==> src/rtl/sprite_jump_renderer.sv <==
// Single-sprite VGA pixel renderer with a frame-synchronous jump state machine.
// Optional horizontal flip when SPRITE_MIRROR_EN is defined.
module sprite_jump_renderer #(
  parameter int          W         = 20,
  parameter int          H         = 16,
  parameter int          X_POS     = 300,
  parameter int          GROUND_Y  = 200,
  parameter int          JUMP_H    = 64,
  parameter int          JUMP_STEP = 4,
  parameter logic [11:0] FG_RGB    = 12'hF00,
  parameter logic [11:0] BG_RGB    = 12'h0FF
) (
  input  logic         clk,
  input  logic         rst_n,
  input  logic [10:0]  hcount,
  input  logic [10:0]  vcount,
  input  logic         blank,
  input  logic         frame_tick,
  input  logic         jump,
  input  logic         bmp_we,
  input  logic [5:0]   bmp_addr,
  input  logic [W-1:0] bmp_data,
  input  logic         mirror,
  output logic [3:0]   R,
  output logic [3:0]   G,
  output logic [3:0]   B,
  output logic         sprite_on,
  output logic         airborne
);

  localparam int ROW_W = (H > 1) ? $clog2(H) : 1;
  localparam int IDX_W = (W > 1) ? $clog2(W) : 1;
  localparam logic [11:0]      X12    = 12'(X_POS);
  localparam logic [10:0]      GND_Y  = 11'(GROUND_Y);
  localparam logic [10:0]      TOP_Y  = 11'(GROUND_Y - JUMP_H);
  localparam logic [11:0]      STEP12 = 12'(JUMP_STEP);
  localparam logic [IDX_W-1:0] W_M1   = IDX_W'(W - 1);

  typedef enum logic [1:0] {GROUND, RISE, FALL} state_t;

  state_t      state_reg, state_next;
  logic [10:0] y_reg, y_next;
  logic        jump_pend_reg, jump_pend_next;

  // Jump FSM: state and y only move on frame_tick so a frame never tears.
  always_ff @(posedge clk) begin
    if (!rst_n) begin
      state_reg     <= GROUND;
      y_reg         <= GND_Y;
      jump_pend_reg <= 1'b0;
    end else begin
      state_reg     <= state_next;
      y_reg         <= y_next;
      jump_pend_reg <= jump_pend_next;
    end
  end

  always_comb begin
    state_next     = state_reg;
    y_next         = y_reg;
    jump_pend_next = jump_pend_reg | jump;
    if (frame_tick) begin
      jump_pend_next = 1'b0;
      case (state_reg)
        GROUND: begin
          y_next = GND_Y;
          if (jump_pend_reg || jump) state_next = RISE;
        end
        RISE: begin
          // y - STEP <= TOP rewritten as y <= TOP + STEP to avoid underflow
          if ({1'b0, y_reg} <= ({1'b0, TOP_Y} + STEP12)) begin
            y_next     = TOP_Y;
            state_next = FALL;
          end else begin
            y_next = y_reg - 11'(JUMP_STEP);
          end
        end
        FALL: begin
          if (({1'b0, y_reg} + STEP12) >= {1'b0, GND_Y}) begin
            y_next     = GND_Y;
            state_next = GROUND;
          end else begin
            y_next = y_reg + 11'(JUMP_STEP);
          end
        end
        default: begin
          state_next = GROUND;
          y_next     = GND_Y;
        end
      endcase
    end
  end

  assign airborne = (state_reg != GROUND);

  logic mirror_sel;
`ifdef SPRITE_MIRROR_EN
  logic mirror_reg;
  always_ff @(posedge clk) begin
    if (!rst_n)          mirror_reg <= 1'b0;
    else if (frame_tick) mirror_reg <= mirror;
  end
  assign mirror_sel = mirror_reg;
`else
  logic unused_mirror;
  assign unused_mirror = mirror;
  assign mirror_sel    = 1'b0;
`endif

  // Bitmap rows: plain registers, not cleared by reset.
  logic [W-1:0] bmp_mem [H];
  always_ff @(posedge clk) begin
    if (bmp_we && ({1'b0, bmp_addr} < 7'(H)))
      bmp_mem[bmp_addr[ROW_W-1:0]] <= bmp_data;
  end

  // Stage 1: hit test, bit index and registered row read.
  logic [11:0]      dx, dy;
  logic             hit;
  logic [IDX_W-1:0] idx;
  logic [ROW_W-1:0] rd_row;

  assign dx     = {1'b0, hcount} - X12;
  assign dy     = {1'b0, vcount} - {1'b0, y_reg};
  assign hit    = (dx < 12'(W)) && (dy < 12'(H));
  assign rd_row = hit ? dy[ROW_W-1:0] : '0;
  assign idx    = !hit      ? '0 :
                  mirror_sel ? dx[IDX_W-1:0] : (W_M1 - dx[IDX_W-1:0]);

  logic [W-1:0]     row_reg;
  logic             hit_reg, blank_reg;
  logic [IDX_W-1:0] idx_reg;

  always_ff @(posedge clk) begin
    row_reg <= bmp_mem[rd_row];
  end

  always_ff @(posedge clk) begin
    if (!rst_n) begin
      hit_reg   <= 1'b0;
      idx_reg   <= '0;
      blank_reg <= 1'b1;
    end else begin
      hit_reg   <= hit;
      idx_reg   <= idx;
      blank_reg <= blank;
    end
  end

  // Stage 2: colour select and output registers.
  logic        pix;
  logic [11:0] rgb_reg;
  logic        sprite_on_reg;

  assign pix = hit_reg & row_reg[idx_reg];

  always_ff @(posedge clk) begin
    if (!rst_n) begin
      rgb_reg       <= 12'h000;
      sprite_on_reg <= 1'b0;
    end else begin
      rgb_reg       <= blank_reg ? 12'h000 : (pix ? FG_RGB : BG_RGB);
      sprite_on_reg <= pix;
    end
  end

  assign R         = rgb_reg[11:8];
  assign G         = rgb_reg[7:4];
  assign B         = rgb_reg[3:0];
  assign sprite_on = sprite_on_reg;

endmodule

==> config.mk <==
export PLATFORM = sky130hd
export DESIGN_NAME = sprite_jump_renderer
export DESIGN_NICKNAME = d
export VERILOG_FILES = /design/src/rtl/sprite_jump_renderer.sv
export SDC_FILE = /design/constraint.sdc
export NUM_CORES = 1
export LEC_CHECK = 0
export BUFFER_PORTS_ARGS = -buffer_cell sky130_fd_sc_hd__buf_2
export CAP_MARGIN = 0
export CORE_ASPECT_RATIO = 0.6
export CORE_UTILIZATION = 54
export CTS_CLUSTER_DIAMETER = 200
export DETAILED_ROUTE_END_ITERATION = 10
export PLACE_DENSITY = 0.71
export RECOVER_POWER = 100
export REMOVE_ABC_BUFFERS = 1
export SLEW_MARGIN = 30
export SYNTH_ARGS = -nofsm -noshare
export SYNTH_HDL_FRONTEND = slang
export SYNTH_SLANG_ARGS = --single-unit
==> constraint.sdc <==
create_clock -name clk -period 3.7 [get_ports clk]
set_clock_uncertainty 0.05 [all_clocks]
set_input_delay 0.185 -clock clk [delete_from_list [all_inputs] [get_ports clk]]
set_output_delay 0.185 -clock clk [all_outputs]
set_load 0.02 [all_outputs]
; ---- Yosys cells after proc, flatten, opt, wreduce, memory -nomap -nowiden
; Memories as Yosys holds them, arrays and structs flattened. A register that Yosys moved wholly into a read port is not among the register bits.
; Index checks and enable logic that the tools add are counted.
[op_classes]
addsub = 6
order_cmp = 6
eq_ne = 5
muxes = 13
bitwise = 3
reduce_logical = 9
[ops]
columns = operator, n
row1 = 12-bit by 5-bit < comparator with 1-bit output (second input constant), 2
row2 = 11-bit two-way mux, 2
row3 = 11-bit case mux with 2 select lines, 1
row4 = 11-bit by 3-bit adder with 12-bit output (second input constant), 1
row5 = 12-bit by 8-bit >= comparator with 1-bit output (second input constant), 1
row6 = 12-bit two-way mux, 1
row7 = 11-bit by 11-bit subtractor with 12-bit output, 1
row8 = 11-bit by 9-bit subtractor with 12-bit output (second input constant), 1
row9 = 11-bit by 3-bit adder with 11-bit output (second input constant), 1
row10 = 11-bit by 8-bit less-or-equal comparator with 1-bit output (second input constant), 1
row11 = 11-bit by 3-bit subtractor with 11-bit output (second input constant), 1
row12 = 5-bit by 6-bit < comparator with 1-bit output (second input constant), 1
row13 = 6-bit by 5-bit < comparator with 1-bit output (second input constant), 1
row14 = 2-bit two-way mux, 3
row15 = 2-bit inequality test (second input constant), 3
row16 = 2-bit case mux with 3 select lines, 1
row17 = 1-bit binary-select mux with 5-bit select, 1
row18 = 5-bit subtractor (first input constant), 1
row19 = 4-bit two-way mux, 1
row20 = 4-bit AND reduction, 1
row21 = 2-bit OR reduction, 2
row22 = 1-bit two-way mux, 3
row23 = 2-bit by 1-bit == test with 1-bit output (second input constant), 1
row24 = 2-bit == test (second input constant), 1
row25 = 8 further kinds, 9
[word_totals]
register_bits = 34
ram_bits = 320
mem_count = 1
[memory_table]
columns = name, words, word_bits, read_ports, rd_clocked_by_memory_dff, write_ports, line
row1 = bmp_mem, 16, 20, 1, 1, 1, 111  ; logic [W-1:0] bmp_mem [H];

; ---- Logic depth before layout (Yosys ltp)
; Gate-level depths: netlist of run 1.
[logic_depth]
word_depth = 4
mapped_depth = 14

; ---- Worst setup path after synthesis of run 1
; Ideal clock, no wire load.
[synth_timing]
kind = register to register
from = register y_reg[2]
to = register row_reg[10] (read register of bmp_mem)
setup_time_ns = 0.125
arrival_time_ns = 2.938
required_time_ns = 3.525
slack_ns = 0.587
path_stages_with_launch = 14
n_path_buf = 4
cell_sequence = dfxtp_1 clkbuf_1 inv_1 ha_1 buf_2 nand2b_1 a21o_1 a21oi_1 or4b_4 a2111oi_4 and3_1 buf_2 buf_2 a31oi_1
[synth_via]
elab_chain_len = 4
[synth_lines]
columns = element, line
row1 = from (decl), 42  ; logic [10:0] y_reg, y_next;
row2 = from (signal assigned), 53  ; y_reg <= y_next;
row3 = 11-bit by 11-bit subtractor with 12-bit output (*), 124  ; assign dy = {1'b0, vcount} - {1'b0, y_reg};
row4 = 12-bit by 5-bit < comparator with 1-bit output, 125  ; assign hit = (dx < 12'(W)) && (dy < 12'(H));
row5 = 1-bit logical AND, 125
row6 = 4-bit two-way mux (*), 126  ; assign rd_row = hit ? dy[ROW_W-1:0] : '0;
row7 = to (decl), 130  ; logic [W-1:0] row_reg;
; Every way passes the cells marked *; elsewhere a longest branch is shown, timed or not.
; A chain may end at the register's enable or synchronous reset.

; ---- Worst setup path in the final report of run 1
[layout_timing]
from = register y_reg[2]
to = register row_reg[18] (read register of bmp_mem)
; Same word-level chain as after synthesis.

==> flow_summary.json, run 1 <==
{
  "grt_setup_unrepaired": "no",
  "initial_core_util": 0.550,
  "htree_levels": 2,
  "yosysTopAreaCellShare": 0.633,
  "hold_path_depth": 4,
  "failed_checks": "capacitance limit, slew limit",
  "grt_pass1_vias": 8568,
  "fin_total_pwr_mw": 8.69,
  "drc": 0,
  "insertion_delay_ns": 0.53,
  "status": "complete, but fails checks",
  "path_max_fanout": 22,
  "end_kind": "flop",
  "worstSetupPathType": "flop to flop",
  "rr_worst_depth": 12,
  "drv_slew": 199,
  "place.gp.congestion": 0.884,
  "vdd_drop_max_mv": 0.310,
  "synth_cell_types": 54,
  "wl_met1_um": 16700,
  "ff2ff_setup_slack_ns": 0.21,
  "multi_input_area_um2": 4370,
  "route.met3.wl_um": 3380,
  "tightest_slew_ns": 1.80,
  "dr_total_vias": 9287,
  "area_growth_pct": 14.4,
  "syn_area_um2": 15200,
  "r2r_end": "row_reg[18]",
  "n_fill_cell": 2002,
  "grt_overflow": 0,
  "setup.worst_path.end": "row_reg[18]",
  "grt_pass1_wl_um": 53100,
  "hold_violations": 0,
  "synth-async-reset-ratio": 0,
  "clock_sinks": 362,
  "cp.arrival_ns": 3.88,
  "clockPowerShare": 0.402,
  "cts_max_path_buffers": 3,
  "crit_top_cell": "a21oi_1",
  "rows": 47,
  "grt_start_max_net_pins": 65,
  "io_buffers": 67,
  "intPower_mw": 6.78,
  "finalSetupViolations": 0,
  "cts_made_buffers": 34,
  "cellLeakagePower_nw": 5.98,
  "wl_met2_um": 14800,
  "io_pins": 69,
  "drt-vias-per-instance": 6.18,
  "crit_path_max_incr_delay_ns": 0.55,
  "yosysSeqAreaShare": 0.688,
  "grt_antenna_before_repair": 1,
  "required_ns": 4.08,
  "min_path_type": "input pin to flop",
  "cts_resized": 0,
  "antenna_cells": 0,
  "drv_cap": 10,
  "relSlewSlack": -0.199,
  "largest_register_ffs": 320,
  "slowest_stage": "or4b_4",
  "postCtsSetupRepairBufs": 0,
  "final_nets": 1183,
  "synth_enable_flop_cells": 320,
  "top_layer": "met5",
  "yosys_warnings": 0,
  "powerDensity_nw_per_um2": 500,
  "drt_iter0_drc": 922,
  "cts-root-buf": "clkbuf_16",
  "path_buf_inv": 3,
  "crit_path_start": "y_reg[2]",
  "core-area_um2": 27600,
  "fin_setup_tns_ns": 0,
  "synth_top_area_cell": "edfxtp_1",
  "syn_area_per_cell_um2": 15.0,
  "seq_area_um2": 10500,
  "cp_cell_sequence": "inv_1 > ha_1 > clkbuf_2 > nand2b_1 > a21o_1 > a21oi_1 > or4b_4 > a2111oi_4 > and2_1 > clkbuf_4 > nand3_1 > a21oi_1",
  "seqPwrFrac": 0.516,
  "yosys-top-cells-area": "edfxtp_1 (63%), dfxtp_1 (5.5%), mux2i_1 (5.5%), mux4_2 (3.7%), a21o_1 (2.0%)",
  "cp.depth": 12,
  "hpwl_um": 21300,
  "crit_family": "simple AND/OR/NAND/NOR gates",
  "min_period_over_period": 0.944,
  "grtUsageTotal": 0.252,
  "routed_wl_um": 35600,
  "fin_crit_ns": 3.49,
  "r2r-start": "y_reg[2]",
  "path_clk_slew_ns": 0.07,
  "syn_inst": 1009,
  "ant_nets": 0,
  "timing.fmax_ghz": 0.286,
  "dr.pass1.iters": 5,
  "die_h_um": 132,
  "p_sw_mw": 1.91,
  "die_x_um": 218,
  "ys_ff_latch": 362,
  "synthFlopType": "edfxtp_1",
  "dieArea_um2": 28800,
  "worstSetupStartpointType": "flop",
  "tritoncts": "done",
  "wire_per_inst_um": 23.7,
  "p_sw_frac": 0.220,
  "combPwrFrac": 0.082,
  "drive_above_1_share": 0.129
}
[worst min-delay path: cells and delay by family]
family,cells,cell delay [ns]
XOR/XNOR,2,0.22
AND/OR/NAND/NOR,1,0.04
buffers and inverters,1,0.12
[metrics by stage]
step	worst slack [ns]	hold slack, ns	area, µm²	utilization	std cells
after detailed placement	0.353	0.309	16100	0.585	1411
final	0.206	0.0344	17400	0.630	1502
after global placement	0.384	0.312	16100	0.585	1410
after floorplan	-0.216	0.207	14800	-	936
after CTS	0.327	0.0150	17500	0.636	1502
after global routing	0.0367	0.0877	17400	0.630	1502
[power by group through the flow]
stage	sequential [mW]	clock (mW)	combinational [mW]
CTS	4.48	3.55	0.715
global route	4.48	3.70	0.765
finish	4.48	3.49	0.712
global placement	4.57	0	0.673
detailed placement	4.57	0	0.687
floorplan	4.57	0	0.371
[worst min-delay path by stage]
stage | from | endpoint | slack [ns]
global placement | hcount[1] | idx_reg[1] | 0.31
CTS | hcount[4] | idx_reg[4] | 0.01
finish | hcount[4] | idx_reg[4] | 0.03
floorplan | hcount[0] | idx_reg[0] | 0.21
global route | hcount[4] | idx_reg[4] | 0.09
detailed placement | hcount[1] | idx_reg[1] | 0.31
[cells by family (layout without fill, tap and decap cells)]
group / count (synthesis) / after routing / share of synthesized area
buf+inv: 97 / 223 / 0.0280
other cells: 2 / 2 / 0.000495
fa+ha+maj: 19 / 19 / 0.0157
compound gates: 247 / 247 / 0.114
mux: 109 / 109 / 0.0925
simple gates: 161 / 161 / 0.0536
xor+xnor: 12 / 12 / 0.00692
flops: 362 / 362 / 0.688
[synth_stat cells (all sizes together) (5+ instances only)]
library cell  instances
edfxtp              320
mux2i                84
a31oi                43
nor2                 43
clkbuf               42
dfxtp                42
a21o                 41
a21oi                38
nand3                33
o21ai                33
buf                  31
mux4                 25
a211oi               24
inv                  24
nor2b                24
a22o                 20
a221o                19
ha                   19
nand2                19
nor3                 12
xnor2                10
nand2b                8
and3                  5
nand4                 5
o211ai                5
[layout make-up]
| type | count | share of cell area |
|---|---|---|
| inverters | 24 | 0.00519 |
| well taps | 367 | 0.0264 |
| flip-flops and latches | 362 | 0.602 |
| clock inverters | 10 | 0.00598 |
| repair buffers | 137 | 0.0505 |
| clock buffers | 52 | 0.0583 |
| multi-input cells | 550 | 0.252 |
[placed cells by master, fill, tap and decap left out, types with 23 or more instances in the layout]
cell             n
a21oi_1         38
a21o_1          41
nor2b_1         23
nor2_1          37
dfxtp_1         42
a211oi_1        24
dlygate4sd3_1   29
clkbuf_16       37
a31oi_1         43
edfxtp_1       320
mux2i_1         84
o21ai_0         31
mux4_2          25
inv_1           24
nand3_1         33
clkbuf_1        65
buf_2           31
[layer usage]
metal  global-route usage  vias up
met5                    0        -
met4               0.0688        2
met3               0.0579       52
met2                0.338      453
met1                0.407     4622
li1                     -     4158
[timing repair]
item / CTS / global route
hold buffers: 29 / 0
hold endpoints to repair: 328 / 0
setup endpoints to repair: 0 / 0
(Power assumes the default switching activity.)
==> inputs of run 2 (changes only) <==
Clock period 3.7 ns to 3.4 ns, I/O delays scaled along.
==> run 2 against run 1 <==
Effect of this change: the run still ends with capacitance limit, slew limit left; critical path type unchanged; combinational power rose by 12%; highest routed layer is now met4; die area is the same; global-route usage increased by 0.12 points; fmax increased by 9.7%; wire length grew 0.63%.
==> flow_summary.json, run 2 (synthesized netlist as in run 1, its figures left out) <==
{
  "status": "complete, but fails checks",
  "failed_checks": "capacitance limit, slew limit",
  "worstSetupStartpointType": "flop",
  "multi_input_area_um2": 4370,
  "cp_cell_sequence": "inv_1 > ha_1 > nand3_1 > and3_1 > a21oi_1 > or4b_4 > a2111oi_4 > and2_2 > buf_12 > nand3_1 > a31oi_1",
  "wire_per_inst_um": 23.8,
  "end_kind": "flop",
  "grt_setup_unrepaired": "no",
  "crit_path_max_incr_delay_ns": 0.55,
  "powerDensity_nw_per_um2": 528,
  "finalSetupViolations": 0,
  "final_common_cell": "edfxtp_1",
  "cts_made_buffers": 31,
  "ff2ff_setup_slack_ns": 0.21,
  "drt-vias-per-instance": 6.12,
  "worstHoldStart": "hcount[0]",
  "holdPathEnd": "idx_reg[0]",
  "fin_total_pwr_mw": 9.15,
  "dr.pass1.iters": 6,
  "final_nets": 1188,
  "hold_violations": 0,
  "drc": 0,
  "core-area_um2": 27600,
  "n_fill_cell": 2002,
  "drv_cap": 9,
  "fin_crit_ns": 3.19,
  "initial_core_util": 0.550,
  "drt_iter0_drc": 1241,
  "grt_pass1_vias": 8602,
  "htree_levels": 1,
  "area_growth_pct": 14.1,
  "cts-root-buf": "clkbuf_16",
  "drive_above_1_share": 0.136,
  "antenna_cells": 0,
  "rows": 47,
  "hpwl_um": 22400,
  "tritoncts": "done",
  "hold_path_depth": 3,
  "drv_slew": 168,
  "holdWs_ns": 0.254,
  "insertion_delay_ns": 0.57,
  "crit_top_cell": "nand3_1",
  "dieArea_um2": 28800,
  "slowest_stage": "or4b_4",
  "tightest_slew_ns": 1.75,
  "dr_total_vias": 9215,
  "crit_family": "simple AND/OR/NAND/NOR gates",
  "die_x_um": 218,
  "path_clk_slew_ns": 0.07,
  "postCtsSetupRepairBufs": 0,
  "grt_overflow": 0,
  "grt_antenna_before_repair": 0,
  "relSlewSlack": -0.170,
  "min_path_type": "input pin to flop",
  "mostFrequentLayoutCells": "edfxtp_1 (320), mux2i_1 (84), clkbuf_1 (58)",
  "min_period_over_period": 0.937,
  "io_pins": 69,
  "cellLeakagePower_nw": 5.99,
  "seq_area_um2": 10500,
  "required_ns": 3.83,
  "ant_nets": 0,
  "grtUsageTotal": 0.253,
  "path_max_fanout": 20,
  "largest_register_ffs": 320,
  "r2r-start": "y_reg[4]",
  "clock_sinks": 362,
  "worstSetupPathType": "flop to flop",
  "grt_start_max_net_pins": 61,
  "rr_worst_depth": 11,
  "routed_wl_um": 35900,
  "io_buffers": 67,
  "design_area_um2": 17300,
  "r2r_end": "row_reg[1]",
  "cp.arrival_ns": 3.61,
  "place.gp.congestion": 0.892,
  "vdd_drop_max_mv": 0.373,
  "grt_pass1_wl_um": 53600,
  "timing.fmax_ghz": 0.314,
  "place_area_um2": 16200,
  "path_buf_inv": 2,
  "die_h_um": 132,
  "cts_max_path_buffers": 3
}
-- run 2: cell count changes in the layout (fill, tap and decap cells not counted), sizes merged --
cell         delta
dlygate4sd3     +3
clkbuf         -13
buf             +9
clkinvlp        -2
clkinv          +6
-- run 2: area by class of cell --
cell class,count,area share
Clock inverter,14,0.00686
Sequential cell,362,0.603
Inverter,24,0.00520
Multi-Input combinational cell,550,0.252
Clock buffer,43,0.0503
Timing Repair Buffer,145,0.0558
Tap cell,367,0.0265
-- run 2: worst max-delay path by stage --
stage	endpoint	cells past startpoint	start	slack (ns)
floorplan	row_reg[0]	10	y_reg[2]	-0.52
global placement	row_reg[19]	10	y_reg[7]	0.34
detailed placement	row_reg[12]	10	y_reg[7]	0.23
CTS	state_reg[0]	11	y_reg[2]	0.16
global route	row_reg[0]	10	y_reg[7]	0.03
finish	row_reg[1]	11	y_reg[4]	0.21
-- run 2: report_power, final --
part	internal (mW)	switching [mW]
logic	0.300	0.496
registers	4.87	0.0115
clock network	1.93	1.55
-- run 2: metrics by stage --
stage | cells | TNS, ns | worst slack (ns) | util
2_1_floorplan | 936 | -10.29 | -0.516 | -
4_1_cts | 1505 | 0 | 0.162 | 0.633
5_1_grt | 1505 | 0 | 0.0269 | 0.628
6_report | 1505 | 0 | 0.214 | 0.628
3_5_place_dp | 1416 | 0 | 0.229 | 0.586
3_3_place_gp | 1416 | 0 | 0.338 | 0.586
-- run 2: per-layer routing --
layer,GRT usage,wire (µm),vias to the layer above
met3,0.0563,3610,49
met4,0.0509,586,0
met1,0.415,16800,4551
li1,-,-,4173
met5,0,0,-
met2,0.342,14900,442
-- run 2: repair_timing --
action	CTS	global route
endpoints found under the hold margin	332	0
setup endpoints to repair	0	20
hold buffers	32	0
gates resized for setup	0	3
-- run 2: worst register-to-register path: stages (launching register included) --
cell	delay (ns)
dfxtp_1	0.33
inv_1	0.12
ha_1	0.40
nand3_1	0.12
and3_1	0.21
a21oi_1	0.11
or4b_4	0.55
a2111oi_4	0.46
and2_2	0.28
buf_12	0.17
nand3_1	0.09
a31oi_1	0.22
